`config.mk`:
```
export PLATFORM = sky130hd
export DESIGN_NAME = hazard_forward_unit
export DESIGN_NICKNAME = d
export VERILOG_FILES = /design/src/rtl/hazard_forward_unit_pkg.sv /design/src/rtl/hazard_forward_unit_mc_scoreboard.sv /design/src/rtl/hazard_forward_unit.sv
export SDC_FILE = /design/constraint.sdc
export NUM_CORES = 1
export LEC_CHECK = 0
export ABC_AREA = 1
export ABC_CLOCK_PERIOD_IN_PS = 2500
export CAP_MARGIN = 20
export CORE_AREA = 2 2 98 77
export CTS_CLUSTER_SIZE = 28
export DETAILED_ROUTE_END_ITERATION = 10
export DIE_AREA = 0 0 100 79
export PLACE_DENSITY = 0.64
export SYNTH_ARGS = -nofsm -noshare
export SYNTH_HDL_FRONTEND = slang
export SYNTH_SLANG_ARGS = --single-unit
```
`constraint.sdc`:
```
create_clock -name clk -period 2.5 [get_ports clk]
set_input_delay 0.75 -clock clk [delete_from_list [all_inputs] [get_ports clk]]
set_output_delay 0.75 -clock clk [all_outputs]
set_load 0.05 [all_outputs]
```
`src/rtl/hazard_forward_unit_pkg.sv`:
```
// Shared encodings for the hazard/forwarding unit: bypass selects,
// stage write-enable codes and scoreboard FSM states.
package hazard_forward_unit_pkg;

  localparam logic [1:0] FWD_RF  = 2'b00;
  localparam logic [1:0] FWD_EX  = 2'b01;
  localparam logic [1:0] FWD_MEM = 2'b10;
  localparam logic [1:0] FWD_WB  = 2'b11;

  localparam logic [1:0] W_NONE  = 2'b00;
  localparam logic [1:0] W_RD    = 2'b01;
  localparam logic [1:0] W_RD_R0 = 2'b11;

  typedef enum logic {
    ST_IDLE = 1'b0,
    ST_BUSY = 1'b1
  } sb_state_t;

endpackage

```
`src/rtl/hazard_forward_unit_mc_scoreboard.sv`:
```
// Tracks one in-flight multi-cycle op: FSM, latency counter, pending
// destination bits and a per-operand pending lookup for the ID stage.
module hazard_forward_unit_mc_scoreboard
  import hazard_forward_unit_pkg::*;
#(
  parameter int AW       = 4,
  parameter int NUM_SRC  = 2,
  parameter int MC_LAT   = 4,
  parameter int MC_WR_R0 = 1
) (
  input  logic                  clk,
  input  logic                  rst,
  input  logic                  start,
  input  logic [AW-1:0]         mc_rd,
  input  logic [NUM_SRC*AW-1:0] srcs,
  output logic [NUM_SRC-1:0]    src_pend,
  output logic                  r0_pend,
  output logic                  mc_busy,
  output logic                  mc_done
);

  localparam int CW = $clog2(MC_LAT + 1);
  localparam int NR = 2 ** AW;

  sb_state_t     state, state_next;
  logic [CW-1:0] cnt, cnt_next;
  logic [NR-1:0] pending, pending_next;
  logic          done_next;

  always_ff @(posedge clk) begin
    if (rst) begin
      state   <= ST_IDLE;
      cnt     <= '0;
      pending <= '0;
      mc_done <= 1'b0;
    end else begin
      state   <= state_next;
      cnt     <= cnt_next;
      pending <= pending_next;
      mc_done <= done_next;
    end
  end

  always_comb begin
    state_next   = state;
    cnt_next     = cnt;
    pending_next = pending;
    done_next    = 1'b0;
    case (state)
      ST_IDLE: begin
        if (start) begin
          state_next          = ST_BUSY;
          cnt_next            = CW'(MC_LAT - 1);
          pending_next        = '0;
          pending_next[mc_rd] = 1'b1;
          if (MC_WR_R0 != 0) pending_next[0] = 1'b1;
        end
      end
      ST_BUSY: begin
        // The done cycle is the last one the result is held back; the
        // write-first regfile serves readers from the next cycle on.
        if (mc_done) begin
          state_next   = ST_IDLE;
          cnt_next     = '0;
          pending_next = '0;
        end else begin
          if (cnt != '0) cnt_next = cnt - CW'(1);
          if (cnt == CW'(1)) done_next = 1'b1;
        end
      end
      default: state_next = ST_IDLE;
    endcase
  end

  always_comb begin
    mc_busy = (state == ST_BUSY);
    r0_pend = pending[0];
    for (int k = 0; k < NUM_SRC; k++) begin
      src_pend[k] = pending[srcs[k*AW +: AW]];
    end
  end

endmodule

```
`src/rtl/hazard_forward_unit.sv`:
```
// ID-stage hazard unit: per-operand EX/MEM/WB bypass selection, load-use
// stall and multi-cycle op interlock via the scoreboard sub-module.
module hazard_forward_unit
  import hazard_forward_unit_pkg::*;
#(
  parameter int AW       = 4,
  parameter int NUM_SRC  = 2,
  parameter int MC_LAT   = 4,
  parameter int MC_WR_R0 = 1
) (
  input  logic                  clk,
  input  logic                  rst,
  input  logic [NUM_SRC*AW-1:0] id_src,
  input  logic [NUM_SRC-1:0]    id_src_used,
  input  logic                  id_uses_r0,
  input  logic                  id_mc_start,
  input  logic [AW-1:0]         id_mc_rd,
  input  logic [1:0]            exW,
  input  logic [1:0]            mW,
  input  logic [1:0]            wbW,
  input  logic [AW-1:0]         exRegDest,
  input  logic [AW-1:0]         mRegDest,
  input  logic [AW-1:0]         wbRegDest,
  input  logic                  ex_is_load,
  output logic [NUM_SRC*2-1:0]  src_fwd,
  output logic [1:0]            R0Fwd,
  output logic                  stall,
  output logic                  mc_busy,
  output logic                  mc_done
);

  logic [NUM_SRC-1:0] src_pend;
  logic               r0_pend;
  logic               ex_hit;
  logic               pend_hit;
  logic               luse;

  // A stage writing Rd+R0 also satisfies an R0 read regardless of Rd.
  function automatic logic stage_match(input logic [1:0] w, input logic [AW-1:0] dest,
                                       input logic [AW-1:0] r);
    return (w[0] && (dest == r)) || ((r == '0) && (w == W_RD_R0));
  endfunction

  function automatic logic [1:0] fwd_sel(input logic [AW-1:0] r);
    if (stage_match(exW, exRegDest, r))       return FWD_EX;
    else if (stage_match(mW, mRegDest, r))    return FWD_MEM;
    else if (stage_match(wbW, wbRegDest, r))  return FWD_WB;
    else                                      return FWD_RF;
  endfunction

  always_comb begin
    src_fwd  = '0;
    R0Fwd    = FWD_RF;
    ex_hit   = 1'b0;
    pend_hit = 1'b0;
    for (int k = 0; k < NUM_SRC; k++) begin
      if (id_src_used[k]) begin
        src_fwd[k*2 +: 2] = fwd_sel(id_src[k*AW +: AW]);
        if (stage_match(exW, exRegDest, id_src[k*AW +: AW])) ex_hit = 1'b1;
        if (src_pend[k]) pend_hit = 1'b1;
      end
    end
    if (id_uses_r0) begin
      R0Fwd = fwd_sel('0);
      if (stage_match(exW, exRegDest, '0)) ex_hit = 1'b1;
      if (r0_pend) pend_hit = 1'b1;
    end
  end

  // Load data is not available until MEM, so an EX match on a load costs one bubble.
  assign luse  = ex_is_load & exW[0] & ex_hit;
  assign stall = luse | pend_hit | (id_mc_start & mc_busy);

  hazard_forward_unit_mc_scoreboard #(
    .AW       (AW),
    .NUM_SRC  (NUM_SRC),
    .MC_LAT   (MC_LAT),
    .MC_WR_R0 (MC_WR_R0)
  ) u_sb (
    .clk      (clk),
    .rst      (rst),
    .start    (id_mc_start & ~stall),
    .mc_rd    (id_mc_rd),
    .srcs     (id_src),
    .src_pend (src_pend),
    .r0_pend  (r0_pend),
    .mc_busy  (mc_busy),
    .mc_done  (mc_done)
  );

endmodule

```
==> impl_metrics.toml <==
[setup_path]
critical_path.startpoint_type = "primary input"
worstPathCellList = "buf_8, buf_12, inv_12, o22ai_2, a21oi_1, o2111ai_1, o22ai_1, buf_4, nand2_4, o21ai_4, buf_12"
timing_worst_setup_path_type = "primary input to primary output"
critical_path_peak_fanout = 7
critical_path.most_common_cell = "sky130_fd_sc_hd__buf_12"
critical_path.slowest_cell = "sky130_fd_sc_hd__buf_4"
worst-path-buf-inv = 5
worstSetupEndpointType = "primary output"
cpLargestDelayFamily = "buffers and inverters"
arrival_ns = 2.07
critical_path.max_stage_delay_ns = 0.17
critPathRequiredTime_ns = 1.75

[cells_and_area]
most-common-layout-cells = "85 x sky130_fd_sc_hd__nand2_1, 49 x sky130_fd_sc_hd__buf_4, 40 x sky130_fd_sc_hd__nor2_1, 33 x sky130_fd_sc_hd__inv_1, 26 x sky130_fd_sc_hd__nand3_1"
layout.cells.non_filler = 537
finalInstanceArea_mm2 = 0.00347
drive_above_1_share = 0.393
count_of_filler_cells_inserted_in_the_layout = 673
area_growth_syn_to_layout_pct = 71.2
diodes = 0
final_net_count = 491
layout.cells.most_common = "sky130_fd_sc_hd__nand2_1"

[clock_network]
cts_buffer_count = 3
cts_root_buf = "sky130_fd_sc_hd__clkbuf_8"
cts_hold_buf = 0
cts_tree = "built"
path_clk_slew_ns = 0.08
cts_max_path_buffers = 2
clock_sink_count = 21
clock_latency_ns = 0.26
clock_tree.htree_level_count = 1

[run_status]
run_status = "finished with violations"
violations = "setup timing"

[timing]
timing.clock.skew_ns = 0.00227
setup-violations-final = 7
grt_setup_unrepaired = "yes"
worst_slew_margin_rel = 0.401
timing.final.hold_violations = 0
timing.final.ws_setup_ns = -0.318
fin_worst_hold_slack_ns = 0.488
timing_worst_slew_pin_value_ns = 0.897
finalSetupTns_ns = -1.26
fin_crit_sh = 1.13
final.min_clock_period_ns = 2.82
slew_viol_final = 0
maxClockFrequency_mhz = 355

[grt]
grt_pass1_wl_um = 11400
gr-usage-all-layers = 0.179
grt_max_degree = 27
initial_antenna_violation_count = 0
gr-total-overflow = 0
grt_pass1_vias = 2416

[placement]
postPlaceCellArea_mm2 = 0.00305
numPortBuffers = 45
dp_hpwl_um = 5410
placed_cells = 521
routabilityCongestion = 0.951

[die]
initial_core_util = 0.289
fp.dieW_um = 100
floorplan_die_area_mm2 = 0.00790
die_height_um = 79
coreArea_mm2 = 0.00703
num_rows = 27
io_pins = 46

[drt]
wl_per_cell_um = 13.5
drt.antenna.violating_nets = 0
drt_wl_total_um = 7230
drt_drc_violations_left = 0
vias_per_cell = 4.99
detail_route.iter0.violations = 168
vias = 2677
first_pass_iters = 4

[yosys]
syn-cell-area_mm2 = 0.00203
syn-mean-instance-area_um2 = 5.73
synth_cell_type_count = 32
ys_ff_latch = 21
synthesis.nets = 394
ys.warnings.count = 0
synthCells = 354
seq_area_frac_synth = 0.207

[min_path]
hp-class = "register to register"

[power]
pd_cells_mw_per_mm2 = 369
worst_ir_drop_vdd_mv = 0.175
reported_leakage_power_nw = 1.69

[flow_run]
drv.max_cap_violation_count = 0
[stage by stage]
step | setup WS, ns | util | power, mW
floorplan | -0.158 | - | 0.738
global placement | -0.694 | 0.433 | 0.975
detailed placement | -0.709 | 0.433 | 0.981
CTS | -0.317 | 0.476 | 1.25
global route | -0.377 | 0.494 | 1.36
finish | -0.318 | 0.494 | 1.28
[sequential cells by signal, summed over array words and instances, names as in the netlist]
name and count:
u_sb.mc_busy 1, u_sb.pending 16, u_sb.cnt 3, u_sb.mc_done 1
[cell type report]
cell class | instances | area (um2) | area share
Timing Repair inverter | 1 | 11.3 | 0.00324
Multi-Input combinational cell | 274 | 1650 | 0.475
Tap cell | 87 | 109 | 0.0313
Sequential cell | 21 | 420 | 0.121
Timing Repair Buffer | 104 | 1020 | 0.294
Inverter | 46 | 215 | 0.0619
Clock buffer | 4 | 45.0 | 0.0130
[cells by family (layout without fill, tap and decap cells)]
kind of cell / Yosys count / count (layout) / synth area share
AND/OR/NAND/NOR: 211 / 211 / 0.459
adder cells (fa/ha/maj): 3 / 3 / 0.0185
buffers and inverters: 59 / 155 / 0.136
flip-flops: 21 / 21 / 0.207
XOR/XNOR: 7 / 7 / 0.0302
AO/OA/AOI/OAI: 53 / 53 / 0.149
[report_power, final]
part           leakage [nW]  internal [mW]  total [mW]  switching (mW)
combinational          1.50          0.307       0.675           0.367
clock                0.0228          0.114       0.224           0.111
sequential            0.172          0.369       0.383          0.0137
[synth_stat cells]
cell | n | share of area
sky130_fd_sc_hd__nand3_2 | 8 | 0.039
sky130_fd_sc_hd__o211ai_1 | 1 | 0.0037
sky130_fd_sc_hd__o22ai_1 | 6 | 0.018
sky130_fd_sc_hd__and2_1 | 1 | 0.0031
sky130_fd_sc_hd__buf_6 | 4 | 0.022
sky130_fd_sc_hd__dfxtp_1 | 21 | 0.21
sky130_fd_sc_hd__buf_8 | 1 | 0.0074
sky130_fd_sc_hd__nor2_2 | 1 | 0.0031
sky130_fd_sc_hd__nor2_1 | 46 | 0.085
sky130_fd_sc_hd__xnor2_1 | 7 | 0.030
sky130_fd_sc_hd__nand4_1 | 2 | 0.0062
sky130_fd_sc_hd__a21oi_1 | 21 | 0.052
sky130_fd_sc_hd__nand3_4 | 1 | 0.0086
sky130_fd_sc_hd__inv_2 | 2 | 0.0037
sky130_fd_sc_hd__o21ai_1 | 2 | 0.0049
sky130_fd_sc_hd__nand2_1 | 106 | 0.20
sky130_fd_sc_hd__clkbuf_1 | 3 | 0.0055
sky130_fd_sc_hd__buf_4 | 1 | 0.0037
sky130_fd_sc_hd__nor2_4 | 1 | 0.0055
sky130_fd_sc_hd__o21ai_0 | 16 | 0.039
sky130_fd_sc_hd__nand3_1 | 36 | 0.089
sky130_fd_sc_hd__ha_1 | 3 | 0.018
sky130_fd_sc_hd__inv_1 | 42 | 0.078
sky130_fd_sc_hd__inv_6 | 1 | 0.0043
sky130_fd_sc_hd__nor3_1 | 7 | 0.017
sky130_fd_sc_hd__o2111ai_1 | 4 | 0.017
sky130_fd_sc_hd__clkinv_1 | 1 | 0.0018
sky130_fd_sc_hd__nand2_2 | 2 | 0.0062
sky130_fd_sc_hd__o32ai_1 | 1 | 0.0043
sky130_fd_sc_hd__buf_2 | 4 | 0.0099
sky130_fd_sc_hd__a22o_1 | 1 | 0.0043
sky130_fd_sc_hd__o41ai_1 | 1 | 0.0043
[tightest hold or removal path: cells and delay by family (launching register included)]
family / cells / cell delay [ns]
simple gates: 1 / 0.05
compound gates: 1 / 0.07
flops: 1 / 0.32
[routing by layer]
layer	up-vias	global-route usage	wire length [um]
li1	1341	-	-
met1	1243	0.256	3280
met2	89	0.280	3340
met3	4	0.0414	562
met4	0	0.0247	42
met5	-	0	0
[path summary, 6_finish.rpt]
kind / end / slack, ns / from / cells after the start
worst max-delay path: src_fwd[2] / -0.32 / id_src[4] / 11
worst min-delay path: u_sb.pending[5] / 0.49 / u_sb.pending[5] / 2
worst max register to register: u_sb.pending[10] / 0.69 / u_sb.pending[14] / 12
worst min register to register: u_sb.pending[5] / 0.49 / u_sb.pending[5] / 2
[repair_timing]
action | in CTS | in global routing
endpoints found under the setup margin | 25 | 7
pin swaps | 32 | 28
cloned | 3 | 0
gates resized for setup | 116 | 77
setup buffers | 7 | 2
Note: power is estimated with default switching activity, not from simulation.
